`src/rtl/mem_arbiter.sv`:
```
// mem_arbiter
//   Shares one byte-wide synchronous RAM port between instruction fetch (IF,
//   read-only, always 4 bytes) and the MEM stage (1/2/4-byte loads and
//   stores). Each access is split into byte cycles. Read data is assembled
//   little-endian and returned zero-extended.
//
// Ports
//   clk, rst_n            clock (rising edge), asynchronous active-low reset
//   flush                 kills an in-flight IF fetch (READ or DONE only)
//   if_req/if_addr        fetch request (held until if_done or flush)
//   if_data/if_done       fetched word, one-cycle completion pulse
//   mem_req/mem_we        load/store request, 1 = store
//   mem_width/mem_addr    00 byte, 01 half, 1x word; byte address
//   mem_wdata             store data (low bytes used)
//   mem_rdata/mem_done    zero-extended load data, one-cycle completion pulse
//   ram_addr/ram_dout     RAM byte address and write byte
//   ram_din               RAM read byte, valid the cycle after its address
//   ram_wr                RAM write enable
module mem_arbiter #(
  parameter int ADDR_W = 32
) (
  input  logic              clk,
  input  logic              rst_n,
  input  logic              flush,
  input  logic              if_req,
  input  logic [31:0]       if_addr,
  output logic [31:0]       if_data,
  output logic              if_done,
  input  logic              mem_req,
  input  logic              mem_we,
  input  logic [1:0]        mem_width,
  input  logic [31:0]       mem_addr,
  input  logic [31:0]       mem_wdata,
  output logic [31:0]       mem_rdata,
  output logic              mem_done,
  output logic [ADDR_W-1:0] ram_addr,
  output logic [7:0]        ram_dout,
  input  logic [7:0]        ram_din,
  output logic              ram_wr
);

  typedef enum logic [1:0] {
    S_IDLE  = 2'd0,
    S_READ  = 2'd1,
    S_WRITE = 2'd2,
    S_DONE  = 2'd3
  } state_t;

  state_t      r_state;
  state_t      w_state_nxt;

  // Control (asynchronously reset)
  logic        r_gnt_mem;    // side owning the current transaction, 1 = MEM
  logic        r_last_mem;   // last_grant, 1 = MEM
  logic [2:0]  r_cnt;        // byte counter i
  logic [2:0]  r_n;          // byte count n (1, 2 or 4)
  logic [31:0] r_if_data;
  logic [31:0] r_mem_rdata;

  // Datapath (no reset needed, always loaded on acceptance)
  logic [31:0] r_base;
  logic [31:0] r_wdata;
  logic [31:0] r_buf;

  logic        w_accept;
  logic        w_pick_mem;
  logic [2:0]  w_req_n;
  logic        w_kill;
  logic        w_rd_last;
  logic        w_wr_last;
  logic [31:0] w_byte_addr;
  logic [7:0]  w_wbyte;
  logic [31:0] w_buf_nxt;

  // Arbitration: a lone requester wins; on a tie the side that was not
  // granted last wins. last_grant resets to IF, so MEM takes the first tie.
  assign w_accept   = if_req | mem_req;
  assign w_pick_mem = mem_req & (~if_req | ~r_last_mem);

  always_comb begin
    w_req_n = 3'd4;
    if (w_pick_mem) begin
      case (mem_width)
        2'b00:   w_req_n = 3'd1;
        2'b01:   w_req_n = 3'd2;
        default: w_req_n = 3'd4;
      endcase
    end
  end

  // Flush only ever kills IF transactions.
  assign w_kill      = flush & ~r_gnt_mem;
  assign w_rd_last   = (r_cnt == r_n);
  assign w_wr_last   = (r_cnt == (r_n - 3'd1));
  assign w_byte_addr = r_base + {29'd0, r_cnt};

  always_comb begin
    w_wbyte = r_wdata[7:0];
    case (r_cnt[1:0])
      2'd0: w_wbyte = r_wdata[7:0];
      2'd1: w_wbyte = r_wdata[15:8];
      2'd2: w_wbyte = r_wdata[23:16];
      2'd3: w_wbyte = r_wdata[31:24];
      default: w_wbyte = r_wdata[7:0];
    endcase
  end

  // In READ cycle i>=1 the RAM returns the byte addressed in cycle i-1.
  always_comb begin
    w_buf_nxt = r_buf;
    case (r_cnt)
      3'd1: w_buf_nxt[7:0]   = ram_din;
      3'd2: w_buf_nxt[15:8]  = ram_din;
      3'd3: w_buf_nxt[23:16] = ram_din;
      3'd4: w_buf_nxt[31:24] = ram_din;
      default: w_buf_nxt = r_buf;
    endcase
  end

  // Next-state logic
  always_comb begin
    w_state_nxt = r_state;
    case (r_state)
      S_IDLE: begin
        if (w_accept) begin
          w_state_nxt = (w_pick_mem && mem_we) ? S_WRITE : S_READ;
        end
      end
      S_READ: begin
        if (w_kill) begin
          w_state_nxt = S_IDLE;
        end else if (w_rd_last) begin
          w_state_nxt = S_DONE;
        end
      end
      S_WRITE: begin
        if (w_wr_last) begin
          w_state_nxt = S_DONE;
        end
      end
      S_DONE:  w_state_nxt = S_IDLE;
      default: w_state_nxt = S_IDLE;
    endcase
  end

  // Outputs decoded from the current state
  always_comb begin
    ram_wr   = 1'b0;
    ram_addr = '0;
    ram_dout = 8'd0;
    if_done  = 1'b0;
    mem_done = 1'b0;
    case (r_state)
      S_READ: begin
        if (r_cnt < r_n) begin
          ram_addr = w_byte_addr[ADDR_W-1:0];
        end
      end
      S_WRITE: begin
        ram_wr   = 1'b1;
        ram_addr = w_byte_addr[ADDR_W-1:0];
        ram_dout = w_wbyte;
      end
      S_DONE: begin
        // A late flush still suppresses the IF completion pulse.
        if_done  = ~r_gnt_mem & ~flush;
        mem_done = r_gnt_mem;
      end
      default: begin
        ram_wr = 1'b0;
      end
    endcase
  end

  assign if_data   = r_if_data;
  assign mem_rdata = r_mem_rdata;

  // Control registers
  always_ff @(posedge clk or negedge rst_n) begin
    if (!rst_n) begin
      r_state     <= S_IDLE;
      r_gnt_mem   <= 1'b0;
      r_last_mem  <= 1'b0;
      r_cnt       <= 3'd0;
      r_n         <= 3'd4;
      r_if_data   <= 32'd0;
      r_mem_rdata <= 32'd0;
    end else begin
      r_state <= w_state_nxt;
      case (r_state)
        S_IDLE: begin
          if (w_accept) begin
            r_gnt_mem  <= w_pick_mem;
            r_last_mem <= w_pick_mem;
            r_cnt      <= 3'd0;
            r_n        <= w_req_n;
          end
        end
        S_READ: begin
          r_cnt <= r_cnt + 3'd1;
          // Publish the word one edge early so it is valid during DONE.
          if (w_rd_last && !w_kill) begin
            if (r_gnt_mem) begin
              r_mem_rdata <= w_buf_nxt;
            end else begin
              r_if_data <= w_buf_nxt;
            end
          end
        end
        S_WRITE: begin
          r_cnt <= r_cnt + 3'd1;
        end
        default: begin
          r_cnt <= r_cnt;
        end
      endcase
    end
  end

  // Datapath registers
  always_ff @(posedge clk) begin
    if (r_state == S_IDLE && w_accept) begin
      r_base  <= w_pick_mem ? mem_addr : if_addr;
      r_wdata <= mem_wdata;
      r_buf   <= 32'd0;  // unused upper lanes read as zero
    end else if (r_state == S_READ) begin
      r_buf <= w_buf_nxt;
    end
  end

endmodule
```
`config.mk`:
```
export PLATFORM = sky130hd
export DESIGN_NAME = mem_arbiter
export DESIGN_NICKNAME = d
export VERILOG_FILES = /design/src/rtl/mem_arbiter.sv
export SDC_FILE = /design/constraint.sdc
export NUM_CORES = 1
export LEC_CHECK = 0
export ABC_AREA = 1
export ABC_CLOCK_PERIOD_IN_PS = 3150
export BUFFER_PORTS_ARGS = -buffer_cell sky130_fd_sc_hd__buf_2
export CORE_UTILIZATION = 53
export DETAILED_ROUTE_END_ITERATION = 12
export GPL_TIMING_DRIVEN = 1
export PLACE_DENSITY = 0.9
export SYNTH_ARGS = -nofsm -noshare
export SYNTH_HDL_FRONTEND = slang
export SYNTH_SLANG_ARGS = --single-unit
```
`constraint.sdc`:
```
create_clock -name clk -period 3.15 [get_ports clk]
set_input_delay 0.1575 -clock clk [delete_from_list [all_inputs] [get_ports clk]]
set_output_delay 0.1575 -clock clk [all_outputs]
set_load 0.02 [all_outputs]
```
==> impl_metrics.json <==
{
  "drv_slew": 0,
  "worst_pin_slew_ns": 1.02,
  "hold_start": "mem_addr[10]",
  "fin_crit_sh_pct": 88.7,
  "async_flop_share_pct": 43.2,
  "totalWireLength_mm": 23.7,
  "clockBufferDepth": 2,
  "holdPathStages": 3,
  "portBuffers": 218,
  "syn_inst": 1037,
  "crit_path_start_kind": "flip-flop",
  "cap_violations": 0,
  "reg2reg_depth": 7,
  "syn_area_per_cell_um2": 8.06,
  "dpl.hpwl_mm": 15.6,
  "post-cts-setup-buffers": 0,
  "criticalPathCategory": "reg2out",
  "cts.sink_count": 169,
  "drt_first_pass_iters": 7,
  "wire_per_inst_um": 15.4,
  "syn2layout_area_growth_pct": 30.2,
  "drc": 0,
  "synth_ff_type": "dfrtp_1",
  "crit_required_ns": 2.99,
  "grt_max_degree": 74,
  "die_h_um": 128,
  "clockRootBuffer": "clkbuf_16",
  "dr.first_iter.drc_count": 783,
  "grt-ovfl-total": 0,
  "drive_gt1_share_pct": 21.9,
  "startpoint": "r_cnt[1]",
  "numCtsBuffers": 17,
  "gp_congestion": 0.999,
  "worst_clock_skew_ns": 0.0136,
  "power_density_nw_per_um2": 971,
  "detail-route-antenna-nets": 0,
  "viasPerCell": 5.31,
  "syn-num-nets": 1167,
  "worstHoldEndpoint": "r_base[10]",
  "grt_usage_pct": 29.6,
  "cts.htree.levels": 4,
  "fp.dieW_um": 128,
  "ys_warn_count": 0,
  "hold_path_class": "in2reg",
  "grtUsageMet3_pct": 6.11,
  "ys_ff_latch": 169,
  "grt_first_pass_wirelength_mm": 37.2,
  "irDropWorstVdd_uv": 699,
  "fillers": 1126,
  "clkLatencyLatePin_ns": 0.44,
  "num_rows": 45,
  "regToRegStartpoint": "r_state[0]",
  "die_area_um2": 16300,
  "layout_commonest_cell": "nand2_1",
  "yosysUniqueCellTypes": 37,
  "finalSetupViolations": 0,
  "core_region_area_um2": 15300,
  "max_freq_mhz": 358,
  "seq_area_frac_synth_pct": 52.5,
  "status": "finished clean",
  "clk_pin_slew_ns": 0.07,
  "arrival_ns": 2.64,
  "grt.busiest_layer": "met2",
  "num-nets-final": 1442,
  "crit_path_end_kind": "output port",
  "slew_headroom_pct": 31.4,
  "first_global_vias": 7681,
  "num_vias": 8167,
  "antenna_found_initial": 3,
  "fin_setup_tns_ns": 0,
  "power.total_mw": 10.6,
  "cts_tree": "built",
  "r2r_setup_slack_ns": 0.38,
  "r2r-end": "r_n[0]",
  "synth_edf_count": 64,
  "rsz0062_at_grt": "no",
  "p_leak_nw": 5.42,
  "met1_usage_pct": 36.2,
  "final.min_clock_period_ns": 2.79,
  "pin_count": 219,
  "synth_area_um2": 8360,
  "crit_path_max_fanout": 9,
  "hold_viol_final": 0,
  "use_met2_pct": 49.1,
  "start_util_pct": 54.6,
  "layout_common_cells": "nand2_1, buf_2, nor2_1"
}
[timing repair]
| action | in CTS | in global routing |
|---|---|---|
| endpoints found under the hold margin | 125 | 0 |
| hold buffers | 67 | 0 |
| setup endpoints to repair | 0 | 4 |
| gates resized for setup | 0 | 1 |
[critical path, stage by stage (launching register included)]
cell and delay (ns):
dfrtp_1 0.46, inv_1 0.17, fa_1 0.47, inv_1 0.12, nand3_1 0.07, nand2_1 0.12, nand2_1 0.15, nor2_4 0.24
nand3_1 0.13, nand2_1 0.08, nor2_1 0.04, buf_2 0.16
[layout make-up]
type / count / area [um^2] / area share [%]
Antenna cell: 3 / 7.51 / 0.0690
Clock buffer: 18 / 429 / 3.94
Clock inverter: 14 / 149 / 1.37
Inverter: 113 / 425 / 3.91
Multi-Input combinational cell: 718 / 3380 / 31.1
Sequential cell: 169 / 4390 / 40.3
Tap cell: 211 / 264 / 2.43
Timing Repair Buffer: 293 / 1830 / 16.9
[metrics by stage]
step | cells | area [um^2] | util, % | hold slack (ns) | worst slack [ns]
3_3_place_gp | 1437 | 9620 | 62.8 | 0.335 | 0.831
4_1_cts | 1536 | 10900 | 71.0 | 0.000801 | 0.250
5_1_grt | 1538 | 10900 | 71.0 | 0.00821 | 0.101
3_5_place_dp | 1437 | 9620 | 62.8 | 0.336 | 0.762
6_report | 1539 | 10900 | 71.1 | 0.0133 | 0.356
2_1_floorplan | 1037 | 8360 | - | -0.138 | 0.742
[layer usage]
metal | share of wire, % | up-vias
met2 | 49 | 455
met3 | 7.7 | 86
met5 | 0 | -
met4 | 4.1 | 0
met1 | 39 | 3749
li1 | - | 3877
[logic make-up (layout without fill, tap and decap cells)]
family	Yosys count	in the layout	share of synthesized area, %
other	0	3	0
XOR/XNOR	1	1	0.105
adder cells (fa/ha/maj)	18	18	2.79
AND/OR/NAND/NOR	527	527	24.7
buffers and inverters	150	438	7.11
multiplexers	24	24	3.23
AO/OA/AOI/OAI	148	148	9.51
flip-flops	169	169	52.5
[how the worst max path moves through the flow]
stage | endpoint | slack (ns)
3_3_place_gp | ram_addr[26] | 0.83
6_report | ram_addr[18] | 0.36
4_1_cts | ram_addr[18] | 0.25
3_5_place_dp | ram_addr[26] | 0.76
5_1_grt | ram_addr[18] | 0.10
2_1_floorplan | r_base[0] | 0.74
[synth_stat cells (all sizes together) (2+ instances only)]
master | n | area [um^2]
dfrtp | 72 | 1800
nand4 | 2 | 12.5
a21oi | 17 | 85.1
nor3 | 5 | 41.3
nand2 | 319 | 1200
mux2 | 24 | 270
a31oi | 32 | 200
nor2 | 164 | 621
inv | 112 | 420
buf | 20 | 104
dfxtp | 32 | 641
ha | 17 | 213
edfxtp | 64 | 1920
o21ai | 95 | 479
clkbuf | 17 | 66.3
nand3 | 33 | 165
[sequential cells by signal (all words and copies together) (netlist names)]
register	flops
r_n	3
r_wdata	32
r_last_mem	1
r_cnt	3
mem_rdata	32
r_buf	32
r_state	2
if_data	32
r_base	32
[power by group]
part           total (mW)  internal [mW]  switching, mW
Sequential           3.79           3.25          0.537
Clock                2.04           1.06          0.978
Combinational        4.73           1.54           3.20
Total                10.6           5.85           4.71
(Power assumes the default switching activity.)
